===== config.mk =====
export PLATFORM = sky130hd
export DESIGN_NAME = rx_block_sync_descrambler
export DESIGN_NICKNAME = d
export VERILOG_FILES = /design/src/rtl/eth_rx_pkg.sv /design/src/rtl/descrambler_64bit_ff.sv /design/src/rtl/rx_block_sync_descrambler.sv
export SDC_FILE = /design/constraint.sdc
export NUM_CORES = 1
export LEC_CHECK = 0
export BUFFER_PORTS_ARGS = -buffer_cell sky130_fd_sc_hd__buf_4
export CAP_MARGIN = 10
export CORE_ASPECT_RATIO = 1.5
export CORE_MARGIN = 4
export CORE_UTILIZATION = 50
export DETAILED_ROUTE_END_ITERATION = 8
export PLACE_DENSITY = 0.85
export SLEW_MARGIN = 20
export SYNTH_ARGS = -nofsm -noshare
export SYNTH_HDL_FRONTEND = slang
export SYNTH_SLANG_ARGS = --single-unit
export TNS_END_PERCENT = 30

===== constraint.sdc =====
create_clock -name CLK -period 4 [get_ports CLK]
set_input_delay 0.4 -clock CLK [delete_from_list [all_inputs] [get_ports CLK]]
set_output_delay 0.4 -clock CLK [all_outputs]
set_load 0.005 [all_outputs]

===== src/rtl/eth_rx_pkg.sv =====
// Shared types and constants for the 10GBASE-R receive block sync path.
package eth_rx_pkg;

   typedef enum logic [1:0] {
      HUNT,
      SLIP,
      LOCKED
   } lock_state_e;

   localparam logic [1:0] SYNC_DATA = 2'b01;
   localparam logic [1:0] SYNC_CTRL = 2'b10;

   localparam int TAP_A = 39;
   localparam int TAP_B = 58;

   function automatic logic hdr_valid(input logic [1:0] h);
      return (h == SYNC_DATA) || (h == SYNC_CTRL);
   endfunction

endpackage


===== src/rtl/descrambler_64bit_ff.sv =====
// Self-synchronizing x^58+x^39+1 descrambler, 64 bits per block.
module descrambler_64bit_ff
   import eth_rx_pkg::*;
(
   input  logic        CLK,
   input  logic        rst_n,
   input  logic        en,
   input  logic [63:0] din,
   output logic [63:0] dout
);

   logic [57:0]  s_q, s_d;
   logic [121:0] x;

   // x[k] holds wire bit k-58 relative to this block
   assign x = {din, s_q};

   for (genvar i = 0; i < 64; i++) begin : g_bit
      assign dout[i] = x[i+TAP_B] ^ x[i+TAP_B-TAP_A] ^ x[i];
   end

   always_comb begin
      s_d = s_q;
      if (en) s_d = din[63:6];
   end

   always_ff @(posedge CLK or negedge rst_n) begin
      if (!rst_n) s_q <= '1;
      else        s_q <= s_d;
   end

endmodule


===== src/rtl/rx_block_sync_descrambler.sv =====
// 64b/66b receive block lock FSM plus payload descrambler.
// Optional BER monitor is built when RX_BER_MON_EN is defined.
module rx_block_sync_descrambler
   import eth_rx_pkg::*;
#(
   parameter int LOCK_CNT     = 64,
   parameter int BAD_LIMIT    = 16,
   parameter int WINDOW       = 64,
   parameter int SLIP_HOLDOFF = 4
`ifdef RX_BER_MON_EN
  ,parameter int BER_WINDOW   = 19531
`endif
)(
   input  logic        CLK,
   input  logic        rst_n,
   input  logic [63:0] serdes_rx_data,
   input  logic [1:0]  serdes_rx_hdr,
   input  logic        serdes_rx_valid,
   output logic [63:0] rx_data,
   output logic [1:0]  rx_hdr,
   output logic        rx_valid,
   output logic        rx_hdr_err,
   output logic        rx_bitslip,
   output logic        rx_block_lock,
   output logic        rx_high_ber
);

   localparam int SH_W = $clog2(LOCK_CNT + 1);
   localparam int SL_W = $clog2(SLIP_HOLDOFF + 1);
   localparam int WN_W = $clog2(WINDOW + 1);
   localparam int BD_W = $clog2(BAD_LIMIT + 1);

   localparam logic [SH_W-1:0] SH_LAST = SH_W'(LOCK_CNT - 1);
   localparam logic [SL_W-1:0] SL_LAST = SL_W'(SLIP_HOLDOFF - 1);
   localparam logic [WN_W-1:0] WN_LAST = WN_W'(WINDOW - 1);
   localparam logic [BD_W-1:0] BD_LAST = BD_W'(BAD_LIMIT - 1);

   lock_state_e     state_q, state_d;
   logic [SH_W-1:0] sh_cnt_q, sh_cnt_d;
   logic [SL_W-1:0] slip_cnt_q, slip_cnt_d;
   logic [WN_W-1:0] win_cnt_q, win_cnt_d;
   logic [BD_W-1:0] bad_cnt_q, bad_cnt_d;
   logic [63:0]     rx_data_q, rx_data_d, desc_data;
   logic [1:0]      rx_hdr_q, rx_hdr_d;
   logic            rx_valid_q, rx_valid_d;
   logic            rx_hdr_err_q, rx_hdr_err_d;
   logic            rx_bitslip_q, rx_bitslip_d;
   logic            hdr_ok;

   assign hdr_ok = hdr_valid(serdes_rx_hdr);

   descrambler_64bit_ff u_desc (
      .CLK   (CLK),
      .rst_n (rst_n),
      .en    (serdes_rx_valid),
      .din   (serdes_rx_data),
      .dout  (desc_data)
   );

   always_comb begin
      state_d      = state_q;
      sh_cnt_d     = sh_cnt_q;
      slip_cnt_d   = slip_cnt_q;
      win_cnt_d    = win_cnt_q;
      bad_cnt_d    = bad_cnt_q;
      rx_bitslip_d = 1'b0;
      rx_valid_d   = serdes_rx_valid;
      rx_hdr_err_d = serdes_rx_valid & ~hdr_ok;
      rx_data_d    = serdes_rx_valid ? desc_data : rx_data_q;
      rx_hdr_d     = serdes_rx_valid ? serdes_rx_hdr : rx_hdr_q;
      if (serdes_rx_valid) begin
         unique case (state_q)
            HUNT: begin
               if (!hdr_ok) begin
                  rx_bitslip_d = 1'b1;
                  sh_cnt_d     = '0;
                  slip_cnt_d   = '0;
                  state_d      = SLIP;
               end else if (sh_cnt_q == SH_LAST) begin
                  sh_cnt_d  = '0;
                  win_cnt_d = '0;
                  bad_cnt_d = '0;
                  state_d   = LOCKED;
               end else begin
                  sh_cnt_d = sh_cnt_q + 1'b1;
               end
            end
            SLIP: begin
               if (slip_cnt_q == SL_LAST) begin
                  slip_cnt_d = '0;
                  sh_cnt_d   = '0;
                  state_d    = HUNT;
               end else begin
                  slip_cnt_d = slip_cnt_q + 1'b1;
               end
            end
            LOCKED: begin
               // Loss of lock takes priority over a window rollover
               if (!hdr_ok && bad_cnt_q == BD_LAST) begin
                  rx_bitslip_d = 1'b1;
                  win_cnt_d    = '0;
                  bad_cnt_d    = '0;
                  slip_cnt_d   = '0;
                  state_d      = SLIP;
               end else if (win_cnt_q == WN_LAST) begin
                  win_cnt_d = '0;
                  bad_cnt_d = '0;
               end else begin
                  win_cnt_d = win_cnt_q + 1'b1;
                  bad_cnt_d = bad_cnt_q + BD_W'(!hdr_ok);
               end
            end
            default: state_d = HUNT;
         endcase
      end
   end

   always_ff @(posedge CLK or negedge rst_n) begin
      if (!rst_n) begin
         state_q      <= HUNT;
         sh_cnt_q     <= '0;
         slip_cnt_q   <= '0;
         win_cnt_q    <= '0;
         bad_cnt_q    <= '0;
         rx_data_q    <= '0;
         rx_hdr_q     <= '0;
         rx_valid_q   <= 1'b0;
         rx_hdr_err_q <= 1'b0;
         rx_bitslip_q <= 1'b0;
      end else begin
         state_q      <= state_d;
         sh_cnt_q     <= sh_cnt_d;
         slip_cnt_q   <= slip_cnt_d;
         win_cnt_q    <= win_cnt_d;
         bad_cnt_q    <= bad_cnt_d;
         rx_data_q    <= rx_data_d;
         rx_hdr_q     <= rx_hdr_d;
         rx_valid_q   <= rx_valid_d;
         rx_hdr_err_q <= rx_hdr_err_d;
         rx_bitslip_q <= rx_bitslip_d;
      end
   end

   assign rx_data       = rx_data_q;
   assign rx_hdr        = rx_hdr_q;
   assign rx_valid      = rx_valid_q;
   assign rx_hdr_err    = rx_hdr_err_q;
   assign rx_bitslip    = rx_bitslip_q;
   assign rx_block_lock = (state_q == LOCKED);

`ifdef RX_BER_MON_EN
   localparam int BW_W = $clog2(BER_WINDOW + 1);
   localparam logic [BW_W-1:0] BW_LAST = BW_W'(BER_WINDOW - 1);
   localparam logic [4:0] BER_LIM = 5'd16;

   logic [BW_W-1:0] ber_blk_q, ber_blk_d;
   logic [4:0]      ber_err_q, ber_err_d;
   logic            high_ber_q, high_ber_d;

   // Flag sets as soon as the limit is hit; only a window boundary clears it
   always_comb begin
      ber_blk_d  = ber_blk_q;
      ber_err_d  = ber_err_q;
      high_ber_d = high_ber_q;
      if (serdes_rx_valid) begin
         if (!hdr_ok && ber_err_q != BER_LIM) ber_err_d = ber_err_q + 1'b1;
         if (ber_err_d == BER_LIM) high_ber_d = 1'b1;
         if (ber_blk_q == BW_LAST) begin
            high_ber_d = (ber_err_d == BER_LIM);
            ber_blk_d  = '0;
            ber_err_d  = '0;
         end else begin
            ber_blk_d = ber_blk_q + 1'b1;
         end
      end
   end

   always_ff @(posedge CLK or negedge rst_n) begin
      if (!rst_n) begin
         ber_blk_q  <= '0;
         ber_err_q  <= '0;
         high_ber_q <= 1'b0;
      end else begin
         ber_blk_q  <= ber_blk_d;
         ber_err_q  <= ber_err_d;
         high_ber_q <= high_ber_d;
      end
   end

   assign rx_high_ber = high_ber_q;
`else
   assign rx_high_ber = 1'b0;
`endif

endmodule


==> impl.org <==
** Outcome
- The flow ran to the end, and the final reports show no timing, DRC or antenna violations.

** Finish
- Storage element area :: 3850 um2
- Count of inserted antenna diode cells :: 0
- The library cell used most frequently in the layout, excluding fill and tap cells, is buf_4.
- From synthesis to final layout, the design area changed by 25.5%.
- Layout cells sized above 1 :: 53.4%
- Count of filler cells inserted in the layout :: 1093
- The final layout contains 747 nets.
- Summing all multi-input logic gate instances after layout gives 3290 um2.
- Top library cells by usage in the layout, fill and taps aside :: buf_4, xnor2_1, mux2_2

** Routing
- Detailed routing inserted a total of 4560 vias.
- Count of unresolved DRC violations after routing :: 0
- After detailed routing, the average wire length per cell comes to 17.2 um.
- The pre-antenna-repair detailed-routing pass consisted of 4 iterations.
- Detailed router's first-iteration violation count :: 119
- Vias per inst :: 5.19
- The routed design has 15100 um of wire.
- Remaining antenna violation count after routing :: 0

** Die
- In this run the standard cell core region covers 14100 um2.
- Pin placement for this block handled 140 I/O pins.
- Number of core rows :: 53
- Once the floorplan was initialized, standard cells occupied 51.1% of the core.
- Vertical die dimension :: 155 um
- The die covers 16500 um2.
- Width of the die :: 106 um

** Logic synthesis
- The most used flip-flop cell after synthesis is dfrtp_1.
- Post-Synth Adder-Cell Area :: 0.866%
- Share of synthesized cell area in and, or, nand and nor gates :: 4.35%
- After synthesis, flip-flops and latches occupy 53.3% of the total area.
- Post-synthesis instance total :: 528
- The synthesized netlist devotes 4.45% of its cell area to compound gates.
- In this run the mean area of a mapped cell was 13.7 um2.
- Counting flops and latches in the post-synthesis netlist gives 151.
- Mux share of post-synthesis cell area :: 19.8%
- The mapped netlist covers 7220 um2.
- Fraction of synthesized cell area in xor and xnor cells :: 16.0%
- In this run, synthesis inferred 0 flip-flops with an integrated enable.
- Synth warnings :: 0
- Synthesis produced a netlist with a net count of 602.
- Cell variety after synth :: 45
- Largest family of logic cells by synthesized area :: multiplexers
- FFs w/ async S/R, synth :: 100%

** Timing
- Derived from the worst setup path, the maximum achievable clock frequency is 0.509 GHz.
- Hold Fails Final Rpt :: 0
- For the final database, setup skew stands at 0.00734 ns.
- Setup_tns :: 0 ns
- Slew @ Worst Pin :: 0.843 ns
- The clock period could shrink to 1.96 ns.
- Setup repair after global routing left no endpoint under its margin.
- Max transition margin :: 43.8%
- Slew Viols, Final :: 0
- After layout, the worst path uses 49.1% of the clock period.
- Setup violations remaining at the end of the flow were counted as 0.

** Min path
- The min-delay analysis places its worst path in the category in -> async.

** Pwr
- Max rail drop VDD :: 0.306 mV
- Total power after layout :: 4.71 mW
- Pleak :: 3.78 nW
- PD cells :: 520 nW/um2

** Global routing
- Gr ovfl total :: 0
- The via count of the first global-routing pass came to 5024.
- In the global route stage, overall resource usage came out at 19.2%.
- Number of antenna violations at the first check in global routing :: 0
- Maximum number of pins on one net before global-route repair :: 94
- Wire length of the first global-routing pass :: 25200 um

** Setup path
- STA classifies the critical path startpoint as an input pin.
- Setup slack on the worst reg-to-reg path comes out at 2.04 ns.
- Data arrival time at the worst-slack endpoint :: 2.31 ns
- Worst R2R Path Depth :: 5
- Slowest stage cell on the critical path :: buf_4
- The worst register-to-register path begins at win_cnt_q[1]$_DFFE_PN0P_.
- Required time at the endpoint of the critical path :: 4.34 ns
- CP Capture Point :: bad_cnt_q[2]$_DFFE_PN0P_
- List of cells traversed by the critical path :: buf_4, nor2b_1, a41oi_4, nor3_4, a22o_1
- Critical path launch point :: serdes_rx_valid
- Along the worst path, the maximum fanout reaches 66.
- R2r endpoint :: win_cnt_q[0]$_DFFE_PN0P_
- The critical path in this run is classified as in -> reg.
- Peak per-stage delay on the critical path :: 0.62 ns
- STA classifies the critical path endpoint as a flop.

** Placement
- Routability-driven placement finished with a final weighted congestion of 0.798.
- Summed over all nets, the half-perimeter wirelength after detailed placement is 11200 um.
- Count of buffers from port buffering :: 138

** Clocking
- Number of hold-repair buffers added at the cts stage :: 0
- The H-tree was split into 4 levels.
- Post-CTS sizing :: 0
- In this run, CTS created clock tree buffers numbering 17.
- Root Driver :: clkbuf_16
- Clock tree from TritonCTS :: yes
- Clock latency on the worst-skew pair, taken at its later pin, is 0.41 ns.
- After clock tree synthesis, the clock-pin slew on the worst setup and hold paths is 0.06 ns.
- Post-CTS Repair Setup Buffers :: 0
- Max Buffers Root-to-Sink :: 2
- The clock net in this run drives a total of 151 sinks.

** Run
- Max cap viols :: 0
routing by layer:
layer | vias up | wire [um] | GRT usage [%]
met1 | 2303 | 5710 | 22.3
met2 | 119 | 8250 | 34.2
li1 | 2119 | - | -
met4 | 0 | 248 | 6.11
met3 | 19 | 861 | 5.31
met5 | - | 0 | 0
worst min path at each step:
| stage | cells after the start | endpoint | slack [ns] | start |
|---|---|---|---|---|
| after floorplan | 0 | bad_cnt_q[0]$_DFFE_PN0P_ | 0.10 | rst_n |
| after global placement | 1 | win_cnt_q[6]$_DFFE_PN0P_ | 0.47 | win_cnt_q[6]$_DFFE_PN0P_ |
| after detailed placement | 1 | win_cnt_q[6]$_DFFE_PN0P_ | 0.49 | win_cnt_q[6]$_DFFE_PN0P_ |
| after CTS | 1 | rx_data[5]$_DFFE_PN0P_ | 0.09 | rst_n |
| after global routing | 1 | rx_data[5]$_DFFE_PN0P_ | 0.12 | rst_n |
| final | 1 | rx_data[5]$_DFFE_PN0P_ | 0.03 | rst_n |
cells by family (layout without fill, tap and decap cells):
kind of cell	after synthesis	after routing
other	1	1
buffers and inverters	19	177
adder cells (fa/ha/maj)	5	5
flip-flops	151	151
AND/OR/NAND/NOR	56	56
AO/OA/AOI/OAI	39	39
multiplexers	127	127
XOR/XNOR	130	130
worst max-delay path, delay by kind of cell:
family	cells	cell delay [ns]
and+or+nand+nor	2	0.80
AOI/OAI and AO/OA	2	0.45
buffers and inverters	1	0.62
sequential cells by signal, indices dropped and copies added, names as in the netlist, 2 cells and up:
signal,flops
state_q,2
win_cnt_q,7
sh_cnt_q,7
rx_data,64
bad_cnt_q,5
slip_cnt_q,3
u_desc.s_q,58
rx_hdr,2
cell type report:
cell class	instances	area share, %
Multi-Input combinational cell	358	36.3
Inverter	3	0.124
Clock buffer	18	4.73
Clock inverter	14	1.96
Sequential cell	151	42.5
Timing Repair Buffer	142	11.8
Tap cell	192	2.65
report_power, final:
| part | internal [mW] | switching (mW) |
|---|---|---|
| registers | 1.84 | 0.203 |
| logic | 0.652 | 0.396 |
| clock network | 0.987 | 0.635 |
synthesized netlist by cell type (all sizes together), types with 6 or more instances:
cell     n  share of area, %
nand3    6              0.42
nor3     7              0.71
mux2   126                20
dfrtp   93                32
dfstp   58                21
a22o    11               1.4
o31ai    7              0.92
o21ai   10              0.69
nor2b    7              0.61
nor2     8              0.42
xnor2  128                16
nand2    9              0.47
buf     11              0.76
stage by stage:
step	setup WS (ns)	util [%]	area, um2	hold slack (ns)	instances
after floorplan	2.28	-	7220	0.104	528
after global placement	1.75	59.9	8460	0.473	846
after detailed placement	1.66	59.9	8460	0.488	846
after CTS	2.07	64.2	9070	0.0913	878
after global routing	1.92	64.2	9070	0.116	878
final	2.04	64.2	9070	0.0292	878
(Power assumes the default switching activity.)
